<file path="src/rtl/exec_muldiv_if.sv">
// rtl/exec_muldiv_if.sv - request/result bundle between the execute-stage controller and exec_muldiv
//
// Purpose : groups the multiply/divide request, HI/LO move and status signals.
// Modports: master (controller side) drives i_* and reads o_*;
//           slave  (exec_muldiv) reads i_* and drives o_*.
// Signals : i_start, i_op[1:0], i_a_in, i_b_in, i_mthi, i_mtlo,
//           o_busy, o_done, o_div_zero, o_hi, o_lo.
interface exec_muldiv_if #(
  parameter int WIDTH = 32
);
  logic             i_start;
  logic [1:0]       i_op;
  logic [WIDTH-1:0] i_a_in;
  logic [WIDTH-1:0] i_b_in;
  logic             i_mthi;
  logic             i_mtlo;
  logic             o_busy;
  logic             o_done;
  logic             o_div_zero;
  logic [WIDTH-1:0] o_hi;
  logic [WIDTH-1:0] o_lo;

  modport master (
    output i_start, i_op, i_a_in, i_b_in, i_mthi, i_mtlo,
    input  o_busy, o_done, o_div_zero, o_hi, o_lo
  );

  modport slave (
    input  i_start, i_op, i_a_in, i_b_in, i_mthi, i_mtlo,
    output o_busy, o_done, o_div_zero, o_hi, o_lo
  );
endinterface

</file>
<file path="src/rtl/exec_muldiv.sv">
// rtl/exec_muldiv.sv - iterative mult/multu/div/divu unit with HI/LO registers
//
// Purpose : multi-cycle multiply/divide beside the execute-stage ALU. Operands are
//           reduced to magnitudes at start, iterated in CALC (shift-add multiply,
//           restoring divide), sign-corrected and written to HI/LO in FIX.
// Ports   : i_clock  - rising-edge clock
//           i_reset  - asynchronous active-high reset
//           bus      - exec_muldiv_if.slave (start/op/operands/mthi/mtlo in,
//                      busy/done/div_zero/hi/lo out)
// Op code : 00 mult, 01 multu, 10 div, 11 divu
// Option  : MULDIV_FAST_MUL_EN - multiplies use a single-cycle combinational
//           product (IDLE -> FIX); divides stay iterative.
module exec_muldiv #(
  parameter int WIDTH = 32,
  parameter int CNT_W = $clog2(WIDTH + 1)
) (
  input  logic         i_clock,
  input  logic         i_reset,
  exec_muldiv_if.slave bus
);

  typedef enum logic [1:0] {S_IDLE, S_CALC, S_FIX} state_t;

  state_t               r_state;
  state_t               w_next;
  logic [CNT_W-1:0]     r_cnt;
  logic [2*WIDTH-1:0]   r_acc;       // mult: {partial sum, multiplier}; div: low half = dividend/quotient
  logic [WIDTH-1:0]     r_rem;       // divide partial remainder
  logic [WIDTH-1:0]     r_opnd;      // mult: multiplicand magnitude; div: divisor magnitude
  logic                 r_is_div;
  logic                 r_neg_q;     // negate product / quotient
  logic                 r_neg_r;     // negate remainder (dividend sign)
  logic                 r_b_zero;
  logic                 r_done;
  logic                 r_div_zero;
  logic [WIDTH-1:0]     r_hi;
  logic [WIDTH-1:0]     r_lo;

  logic                 w_signed;
  logic                 w_a_neg;
  logic                 w_b_neg;
  logic [WIDTH-1:0]     w_a_mag;
  logic [WIDTH-1:0]     w_b_mag;
  logic [WIDTH:0]       w_sum;
  logic [WIDTH:0]       w_shift;
  logic [WIDTH:0]       w_diff;
  logic                 w_qbit;
  logic [2*WIDTH-1:0]   w_prod;
  logic [WIDTH-1:0]     w_quo;
  logic [WIDTH-1:0]     w_rmd;

  assign w_signed = ~bus.i_op[0];
  assign w_a_neg  = w_signed & bus.i_a_in[WIDTH-1];
  assign w_b_neg  = w_signed & bus.i_b_in[WIDTH-1];
  assign w_a_mag  = w_a_neg ? (~bus.i_a_in + 1'b1) : bus.i_a_in;
  assign w_b_mag  = w_b_neg ? (~bus.i_b_in + 1'b1) : bus.i_b_in;

  // Shift-add step: conditionally add the multiplicand into the upper half,
  // then shift the whole accumulator right keeping the carry.
  assign w_sum    = {1'b0, r_acc[2*WIDTH-1:WIDTH]} + {1'b0, r_opnd};

  // Restoring divide step: a negative trial difference means "restore".
  assign w_shift  = {r_rem, r_acc[WIDTH-1]};
  assign w_diff   = w_shift - {1'b0, r_opnd};
  assign w_qbit   = ~w_diff[WIDTH];

  assign w_prod   = r_neg_q ? (~r_acc + 1'b1) : r_acc;
  assign w_quo    = r_neg_q ? (~r_acc[WIDTH-1:0] + 1'b1) : r_acc[WIDTH-1:0];
  assign w_rmd    = r_neg_r ? (~r_rem + 1'b1) : r_rem;

`ifdef MULDIV_FAST_MUL_EN
  logic [2*WIDTH-1:0] w_fast_prod;
  assign w_fast_prod = {{WIDTH{1'b0}}, w_a_mag} * {{WIDTH{1'b0}}, w_b_mag};
`endif

  always_ff @(posedge i_clock or posedge i_reset) begin
    if (i_reset) r_state <= S_IDLE;
    else         r_state <= w_next;
  end

  always_comb begin
    w_next = r_state;
    case (r_state)
      S_IDLE: begin
        if (bus.i_start) begin
`ifdef MULDIV_FAST_MUL_EN
          w_next = bus.i_op[1] ? S_CALC : S_FIX;
`else
          w_next = S_CALC;
`endif
        end
      end
      S_CALC:  if (r_cnt == CNT_W'(1)) w_next = S_FIX;
      S_FIX:   w_next = S_IDLE;
      default: w_next = S_IDLE;
    endcase
  end

  always_ff @(posedge i_clock or posedge i_reset) begin
    if (i_reset) begin
      r_cnt      <= '0;
      r_acc      <= '0;
      r_rem      <= '0;
      r_opnd     <= '0;
      r_is_div   <= 1'b0;
      r_neg_q    <= 1'b0;
      r_neg_r    <= 1'b0;
      r_b_zero   <= 1'b0;
      r_done     <= 1'b0;
      r_div_zero <= 1'b0;
      r_hi       <= '0;
      r_lo       <= '0;
    end else begin
      r_done <= 1'b0;
      case (r_state)
        S_IDLE: begin
          // Moves land first; a simultaneous start overwrites HI/LO at completion.
          if (bus.i_mthi) r_hi <= bus.i_a_in;
          if (bus.i_mtlo) r_lo <= bus.i_a_in;
          if (bus.i_start) begin
            r_is_div   <= bus.i_op[1];
            r_neg_q    <= w_a_neg ^ w_b_neg;
            r_neg_r    <= w_a_neg;
            r_b_zero   <= bus.i_op[1] & (bus.i_b_in == '0);
            r_div_zero <= 1'b0;
            r_cnt      <= CNT_W'(WIDTH);
            r_rem      <= '0;
            if (bus.i_op[1]) begin
              r_opnd <= w_b_mag;
              r_acc  <= {{WIDTH{1'b0}}, w_a_mag};
            end else begin
              r_opnd <= w_a_mag;
`ifdef MULDIV_FAST_MUL_EN
              r_acc  <= w_fast_prod;
`else
              r_acc  <= {{WIDTH{1'b0}}, w_b_mag};
`endif
            end
          end
        end
        S_CALC: begin
          r_cnt <= r_cnt - 1'b1;
          if (r_is_div) begin
            r_rem <= w_qbit ? w_diff[WIDTH-1:0] : w_shift[WIDTH-1:0];
            r_acc <= {r_acc[2*WIDTH-1:WIDTH], r_acc[WIDTH-2:0], w_qbit};
          end else if (r_acc[0]) begin
            r_acc <= {w_sum, r_acc[WIDTH-1:1]};
          end else begin
            r_acc <= {1'b0, r_acc[2*WIDTH-1:1]};
          end
        end
        S_FIX: begin
          r_done <= 1'b1;
          if (r_is_div) begin
            // Zero divisor: the remainder path already rebuilds the dividend.
            r_hi       <= w_rmd;
            r_lo       <= r_b_zero ? {WIDTH{1'b1}} : w_quo;
            r_div_zero <= r_b_zero;
          end else begin
            {r_hi, r_lo} <= w_prod;
          end
        end
        default: ;
      endcase
    end
  end

  assign bus.o_busy     = (r_state != S_IDLE);
  assign bus.o_done     = r_done;
  assign bus.o_div_zero = r_div_zero;
  assign bus.o_hi       = r_hi;
  assign bus.o_lo       = r_lo;

endmodule

</file>
<file path="src/flat_wrapper.sv">
// flat-port wrapper written by rule: the top's interface ports become plain ports
module exec_muldiv_flat 
#(
  parameter int WIDTH = 32,
  parameter int CNT_W = $clog2(WIDTH + 1)
)
  (i_clock, i_reset, bus_i_start, bus_i_op, bus_i_a_in, bus_i_b_in, bus_i_mthi, bus_i_mtlo, bus_o_busy, bus_o_done, bus_o_div_zero, bus_o_hi, bus_o_lo);
  exec_muldiv_if #(.WIDTH(WIDTH)) bus_i ();
  input  logic i_clock;
  input  logic i_reset;
  input wire logic [$bits(bus_i.i_start)-1:0] bus_i_start;
  input wire logic [$bits(bus_i.i_op)-1:0] bus_i_op;
  input wire logic [$bits(bus_i.i_a_in)-1:0] bus_i_a_in;
  input wire logic [$bits(bus_i.i_b_in)-1:0] bus_i_b_in;
  input wire logic [$bits(bus_i.i_mthi)-1:0] bus_i_mthi;
  input wire logic [$bits(bus_i.i_mtlo)-1:0] bus_i_mtlo;
  output wire logic [$bits(bus_i.o_busy)-1:0] bus_o_busy;
  output wire logic [$bits(bus_i.o_done)-1:0] bus_o_done;
  output wire logic [$bits(bus_i.o_div_zero)-1:0] bus_o_div_zero;
  output wire logic [$bits(bus_i.o_hi)-1:0] bus_o_hi;
  output wire logic [$bits(bus_i.o_lo)-1:0] bus_o_lo;
  assign bus_i.i_start = bus_i_start;
  assign bus_i.i_op = bus_i_op;
  assign bus_i.i_a_in = bus_i_a_in;
  assign bus_i.i_b_in = bus_i_b_in;
  assign bus_i.i_mthi = bus_i_mthi;
  assign bus_i.i_mtlo = bus_i_mtlo;
  assign bus_o_busy = bus_i.o_busy;
  assign bus_o_done = bus_i.o_done;
  assign bus_o_div_zero = bus_i.o_div_zero;
  assign bus_o_hi = bus_i.o_hi;
  assign bus_o_lo = bus_i.o_lo;
  exec_muldiv #(.WIDTH(WIDTH), .CNT_W(CNT_W)) u_core (.i_clock(i_clock), .i_reset(i_reset), .bus(bus_i));
endmodule
</file>
<file path="config.mk">
export PLATFORM = sky130hd
export DESIGN_NAME = exec_muldiv_flat
export DESIGN_NICKNAME = d
export VERILOG_FILES = /design/src/rtl/exec_muldiv_if.sv /design/src/rtl/exec_muldiv.sv /design/src/flat_wrapper.sv
export SDC_FILE = /design/constraint.sdc
export NUM_CORES = 1
export LEC_CHECK = 0
export CAP_MARGIN = 0
export CORE_ASPECT_RATIO = 1.25
export CORE_MARGIN = 1
export CORE_UTILIZATION = 65
export DETAILED_ROUTE_END_ITERATION = 16
export PLACE_DENSITY = 0.91
export SLEW_MARGIN = 0
export SYNTH_ARGS = -nofsm -noshare
export SYNTH_HDL_FRONTEND = slang
export SYNTH_SLANG_ARGS = --single-unit
</file>
<file path="constraint.sdc">
create_clock -name i_clock -period 19.8 [get_ports i_clock]
set_clock_uncertainty 0.2 [all_clocks]
set_input_delay 1.98 -clock i_clock [delete_from_list [all_inputs] [get_ports i_clock]]
set_output_delay 1.98 -clock i_clock [all_outputs]
set_load 0.02 [all_outputs]
</file>
==> impl_metrics.toml, run 1 <==
[finish]
syn_to_final_growth_pct = 13.44
layout-drive-gt1-share_pct = 4.431
finalNetCount = 2226
diode_count = 0

[synthesis]
combinational_family_with_the_most_area_after_synthesis = "compound AO/OA/AOI/OAI gates"
synth_compound_area_share_pct = 26.79
syn_area_mm2 = 0.01646
synth_warnings = 0
muxShareOfSynthArea_pct = 4.394
sequential_area_share_after_synthesis_pct = 31.32
async_flop_share_pct = 100.0
synth.top_cell.area_share_pct = 31.32
netlist.top_cell.by_area = "sky130_fd_sc_hd__dfrtp_1"
xor_xnor_portion_of_the_synthesized_cell_area_pct = 10.64
ys_top_cells_by_area = "sky130_fd_sc_hd__dfrtp_1 31%, sky130_fd_sc_hd__o21ai_0 6.7%, sky130_fd_sc_hd__xnor2_1 5.9%"
yosys.area_share.adder_pct = 5.565
synth_edf_count = 0
synth-simple-area-share_pct = 16.38
synth_most_common_cell = "sky130_fd_sc_hd__nand2_1"
synth_cell_type_count = 70
most_frequent_cells_after_synthesis = "239 x sky130_fd_sc_hd__nand2_1, 220 x sky130_fd_sc_hd__o21ai_0, 206 x sky130_fd_sc_hd__dfrtp_1"
postSynth.topFlopCell = "sky130_fd_sc_hd__dfrtp_1"
netlist_instances = 2036
synth_fp_nets = 2179
ys_ff_latch = 206
synth.avg_cell_area_um2 = 8.083

[global_route]
grt_pass1_wl_mm = 83.22
grt_use_total_pct = 40.82
number_of_antenna_violations_at_the_first_check_in_global_routing = 3
gr-total-overflow = 0
grt_max_degree = 82
grt_pass1_vias = 15577

[detailed_routing]
final_antenna_net_count = 0
drt-pass1-iter-count = 8
route.final.wire_length_mm = 53.22
drt_drc_violations_left = 0
drt-initial-drc-count = 2347
wl_per_cell_um = 21.91
vias_per_cell = 6.853
via_count = 16647

[worst_setup_path]
end_kind = "flip-flop"
crit_chain = "clkdlybuf4s50_1 > or4_1 > nor4_1 > nand4b_1 > o41ai_1 > o21a_1 > nand2_1 > xnor2_1 > nor2_1 > a211oi_1 > a21oi_1"
critPathSlowestCell = "sky130_fd_sc_hd__o41ai_1"
start_kind = "primary input"
critPathMaxFanout = 7
critical_path.n_buffers_inverters = 1
path_class = "primary input to flip-flop"
critical-path-max-stage-delay_ns = 0.79
timing.critical_path.required_ns = 19.97
cp_top_family = "simple AND/OR/NAND/NOR gates"
critical_path_arrival_ns = 5.74

[run]
maxCapViolations = 0

[cts]
postCtsHoldBufs = 0
post_cts_resized = 0
cts_num_sinks = 206
ctsHtreeMaxLevel = 1
clock_insertion_delay_worst_skew_ns = 0.53
clock-root-buffer = "sky130_fd_sc_hd__clkbuf_16"
clk_transition_reported_paths_ns = 0.06
cts_tree = "yes"
cts-buffers-inserted = 22
postCtsSetupRepairBufs = 0
ctsLongestPathBuffers = 3

[timing]
final.setup.worst_slack_ns = 14.23
hold_ws_ns = 0.2777
finalSetupTns_ns = 0
finalCriticalPeriod_ns = 5.569
slew_headroom_pct = 20.46
max_freq_mhz = 179.6
timing_worst_slew_pin_value_ns = 1.192
final-max-slew-violation-count = 0
timing_hold_violations_final = 0
report.final.setup_viol = 0
final.period_utilization_pct = 28.13
unrepaired_setup_endpoints_after_global_routing = "false"

[power]
clkPwrFrac_pct = 12.3
power.net_switching_mw = 1.767
cellInternalPower_mw = 1.832
power.ir.vdd_worst_uv = 117.9
power_frac_comb_pct = 62.8
pwr_density_cell_mw_per_mm2 = 192.8
seq_power_share_pct = 24.9
total_leakage_power_nw = 7.812
sw_frac_of_total_pct = 49.08

[die]
die_width_um = 144.3
boundaryPins = 138
fp.dieH_um = 179.9
core_mm2 = 0.02466
floorplan.die_area_mm2 = 0.02596
start_util_pct = 66.73
floorplan.rows = 64

[outcome]
status = "finished, final reports clean"

[placement]
gp_routability_congestion = 0.9730
dp.final_hpwl_mm = 38.54
io_buffer_count = 137
place_ws_ns = 13.86

[min_path]
hp-class = "flip-flop to flip-flop"
-- stage by stage --
step	instances	power [mW]	utilization, %	area, um^2
floorplan	2036	2.461	-	16460
global placement	2389	2.970	72.58	17900
detailed placement	2389	3.071	72.58	17900
CTS	2429	3.527	75.70	18670
global route	2429	3.841	75.70	18670
finish	2429	3.599	75.70	18670
-- metal layers --
metal	global-route usage [%]	vias up	share of wire, %
met1	52.96	7779	38
met5	0	-	0.049
met4	19.54	4	5.2
met2	64.77	1122	46
li1	-	7498	-
met3	7.991	244	11
-- final timing paths --
| kind | slack, ns | depth (start not counted) | start | end |
|---|---|---|---|---|
| setup / recovery | 14.23 | 11 | bus_i_a_in[8] | u_core.r_opnd[26] |
| hold / removal | 0.28 | 2 | u_core.bus.o_lo[13] | u_core.bus.o_lo[13] |
| setup reg to reg | 14.29 | 14 | u_core.r_acc[31] | u_core.r_rem[0] |
| hold reg to reg | 0.28 | 2 | u_core.bus.o_lo[13] | u_core.bus.o_lo[13] |
| max in group asynchronous | 16.36 | 3 | i_reset | u_core.r_rem[14] |
| min in group asynchronous | 1.71 | 2 | i_reset | u_core.bus.o_lo[0] |
-- power groups by stage --
stage / Combinational [mW] / Sequential (mW) / Clock, mW
after floorplan: 1.60 / 0.860 / 0
after global routing: 2.47 / 0.914 / 0.456
after detailed placement: 2.19 / 0.883 / 0
final: 2.26 / 0.897 / 0.442
after global placement: 2.10 / 0.872 / 0
after CTS: 2.21 / 0.880 / 0.439
-- final cells by class --
| class | count | area [um^2] |
|---|---|---|
| well taps | 330 | 412.9 |
| inverters | 70 | 270.3 |
| multi-input cells | 1623 | 10520 |
| repair buffers | 160 | 1539 |
| flip-flops and latches | 206 | 5157 |
| clock buffers | 29 | 648.1 |
| fillers | 1760 | 5995 |
| clock inverters | 11 | 121.4 |
-- layout by cell type (no fill, tap or decap), types with 22 or more instances in the layout --
| master | Yosys | layout |
|---|---|---|
| sky130_fd_sc_hd__a31oi_1 | 24 | 24 |
| sky130_fd_sc_hd__o22ai_1 | 41 | 41 |
| sky130_fd_sc_hd__dfrtp_1 | 206 | 204 |
| sky130_fd_sc_hd__or3_1 | 35 | 35 |
| sky130_fd_sc_hd__nor2_1 | 113 | 111 |
| sky130_fd_sc_hd__nand2_1 | 239 | 238 |
| sky130_fd_sc_hd__o31ai_1 | 35 | 35 |
| sky130_fd_sc_hd__ha_1 | 70 | 70 |
| sky130_fd_sc_hd__o211ai_1 | 37 | 37 |
| sky130_fd_sc_hd__xnor2_1 | 111 | 111 |
| sky130_fd_sc_hd__a21oi_1 | 155 | 155 |
| sky130_fd_sc_hd__clkbuf_16 | 0 | 23 |
| sky130_fd_sc_hd__mux2i_1 | 70 | 70 |
| sky130_fd_sc_hd__a211oi_1 | 35 | 35 |
| sky130_fd_sc_hd__clkdlybuf4s50_1 | 0 | 136 |
| sky130_fd_sc_hd__o41ai_1 | 22 | 22 |
| sky130_fd_sc_hd__buf_4 | 1 | 23 |
| sky130_fd_sc_hd__o21ai_0 | 220 | 220 |
| sky130_fd_sc_hd__nor3_1 | 38 | 38 |
| sky130_fd_sc_hd__a21o_1 | 36 | 36 |
| sky130_fd_sc_hd__inv_1 | 69 | 68 |
| sky130_fd_sc_hd__xor2_1 | 89 | 89 |
| sky130_fd_sc_hd__nand3_1 | 24 | 24 |
-- cell families after synthesis --
family,Yosys count
AOI/OAI and AO/OA,704
and+or+nand+nor,575
buffers and inverters,207
DFF,206
xor gates and xnor gates,200
muxes,72
adders and majority gates,72
-- flip-flops by register name, indices dropped and copies added, names as in the netlist --
signal / count
u_core.r_cnt: 6
u_core.r_opnd: 32
u_core.bus.o_lo: 32
u_core.r_state: 2
u_core.bus.o_hi: 32
u_core.r_rem: 32
u_core.r_neg_r: 1
u_core.r_b_zero: 1
u_core.r_acc: 64
u_core.bus.o_done: 1
u_core.r_neg_q: 1
u_core.r_is_div: 1
u_core.bus.o_div_zero: 1
-- tightest hold or removal path: stages (launching register included) --
cell                      delay [ns]
sky130_fd_sc_hd__dfrtp_1        0.34
sky130_fd_sc_hd__nand2_1        0.05
sky130_fd_sc_hd__o21ai_0        0.06
(Power assumes the default switching activity.)
==> inputs of run 2 (changes only) <==
CORE_UTILIZATION = 60   (was 65)
PLACE_DENSITY = 0.85   (was 0.91)
clock period = 5.5 ns   (was 19.8 ns; I/O delays follow)
==> impl_metrics.toml, run 2 (synthesis results as in run 1) <==
[detailed_routing]
wl_per_cell_um = 20.73
drt_drc_violations_left = 0
final_antenna_net_count = 0
route.final.wire_length_mm = 50.72
vias_per_cell = 6.567
drt-pass1-iter-count = 6
via_count = 16070
drt-initial-drc-count = 1468

[finish]
diode_count = 0
layout_common_cells = "238 x sky130_fd_sc_hd__nand2_1, 220 x sky130_fd_sc_hd__o21ai_0, 204 x sky130_fd_sc_hd__dfrtp_1, 155 x sky130_fd_sc_hd__a21oi_1, 136 x sky130_fd_sc_hd__clkdlybuf4s50_1"
final_common_cell = "sky130_fd_sc_hd__nand2_1"
syn_to_final_growth_pct = 13.91
layout-drive-gt1-share_pct = 4.567
flip_flop_count_of_the_largest_register_all_copies_and_words_added = 64
finalNetCount = 2230
final_design_area_no_fill_mm2 = 0.01875
top_reg_by_flops = "u_core.r_acc"

[worst_setup_path]
critical-path-max-stage-delay_ns = 0.82
r2r_start = "u_core.r_acc[31]"
critPathMaxFanout = 37
crit_chain = "inv_1 > ha_1 > fa_1 > nor2b_1 > o21ai_0 > a21oi_1 > o41ai_2 > o21ai_0 > buf_4 > a41oi_1 > o21ai_0 > a311o_2 > or2_2 > a32o_1"
path_common_cell = "sky130_fd_sc_hd__o21ai_0"
r2r-end = "u_core.r_rem[1]"
critPathSlowestCell = "sky130_fd_sc_hd__a311o_2"
critical_path_arrival_ns = 5.10
regToRegSetupSlack_ns = 0.61
end_kind = "flip-flop"
timing.critical_path.required_ns = 5.70
start_kind = "flip-flop"
reg2reg_depth = 14
path_class = "flip-flop to flip-flop"

[power]
total_leakage_power_nw = 7.849
pwr_density_cell_mw_per_mm2 = 688.7
power.ir.vdd_worst_uv = 452.5

[min_path]
hp-start = "u_core.bus.o_lo[18]"
worst_hold_stages = 2
worst_hold_path.endpoint = "u_core.bus.o_lo[18]"
hp-class = "flip-flop to flip-flop"

[global_route]
grt_use_total_pct = 35.95
use_met2_pct = 58.90
grt_max_degree = 135
gr-total-overflow = 0
grt_pass1_vias = 14811
number_of_antenna_violations_at_the_first_check_in_global_routing = 0
grt_util_met3_pct = 3.659
grt_most_used_layer = "met2"
grt_pass1_wl_mm = 79.64
globalRouteMet1Util_pct = 47.54

[cts]
clk_transition_reported_paths_ns = 0.06
cts_tree = "yes"
ctsHtreeMaxLevel = 1
post_cts_resized = 0
ctsLongestPathBuffers = 3
cts-buffers-inserted = 23
postCtsSetupRepairBufs = 0
cts_num_sinks = 206
clock_insertion_delay_worst_skew_ns = 0.53
postCtsHoldBufs = 0
clock-root-buffer = "sky130_fd_sc_hd__clkbuf_16"

[run]
maxCapViolations = 0

[placement]
gp_routability_congestion = 0.9743
dp.final_hpwl_mm = 38.39
io_buffer_count = 137
placement.cell_area_mm2 = 0.01795

[timing]
slew_headroom_pct = 9.529
timing_worst_slew_pin_value_ns = 1.356
final-max-slew-violation-count = 0
finalSetupTns_ns = 0
finalCriticalPeriod_ns = 4.891
final.period_utilization_pct = 88.93
unrepaired_setup_endpoints_after_global_routing = "false"
timing_hold_violations_final = 0
report.final.setup_viol = 0
max_freq_mhz = 204.4

[die]
floorplan.die_area_mm2 = 0.02810
fp.dieH_um = 187.2
boundaryPins = 138
core_mm2 = 0.02691
start_util_pct = 61.16
floorplan.rows = 67
die_width_um = 150.1

[outcome]
status = "finished, final reports clean"
-- run 2: changes by cell type in the layout (fill, tap and decap cells not counted), sizes merged --
| cell | change |
|---|---|
| clkinvlp | -2 |
| bufinv | +1 |
| buf | +3 |
| inv | -2 |
| clkbuf | +3 |
-- run 2: where the power goes --
part	total [mW]	leakage, nW	switching [mW]	internal (mW)
logic	8.02	4.96	4.59	3.43
clock network	1.64	0.388	0.657	0.985
registers	3.25	2.50	0.990	2.26
-- run 2: cell type report --
cell class                 count  area [um^2]
fill                        2137         8163
inverter                      70        266.5
multi-input combinational   1623        10530
tap                          345        431.7
clock inverter                 8        117.6
clock buffer                  32        669.4
timing repair buffer         163         1574
sequential                   206         5157
-- run 2: worst max path at each step --
stage	start	to
after floorplan	u_core.r_acc[31]	u_core.r_rem[22]
after CTS	u_core.r_acc[31]	u_core.r_rem[1]
after detailed placement	u_core.r_acc[31]	u_core.r_rem[1]
after global routing	u_core.r_acc[31]	u_core.r_rem[0]
final	u_core.r_acc[31]	u_core.r_rem[1]
after global placement	u_core.r_acc[31]	u_core.r_rem[0]
-- run 2: routing by layer --
metal	part of all wire, %	wire length [um]
met4	4.8	2420
met5	0	0
met1	39	19800
met2	47	23730
met3	9.4	4770
-- run 2: critical path: cells and delay by family (launching register included) --
family | cells | cell delay [ns]
buf+inv | 2 | 0.26
flops | 1 | 0.46
compound gates | 8 | 2.86
fa+ha+maj | 2 | 0.43
simple gates | 2 | 0.52
-- run 2: per-stage QoR --
step	std cells	worst slack (ns)	power (mW)	hold WS (ns)	utilization [%]
2_1_floorplan	2036	1.396	8.861	0.2464	-
3_3_place_gp	2407	0.5294	10.77	0.2612	66.71
3_5_place_dp	2407	0.4337	11.09	0.2687	66.71
4_1_cts	2447	0.4115	12.74	0.2817	69.64
5_1_grt	2447	0.2546	13.81	0.2975	69.67
6_report	2447	0.6087	12.91	0.2777	69.67
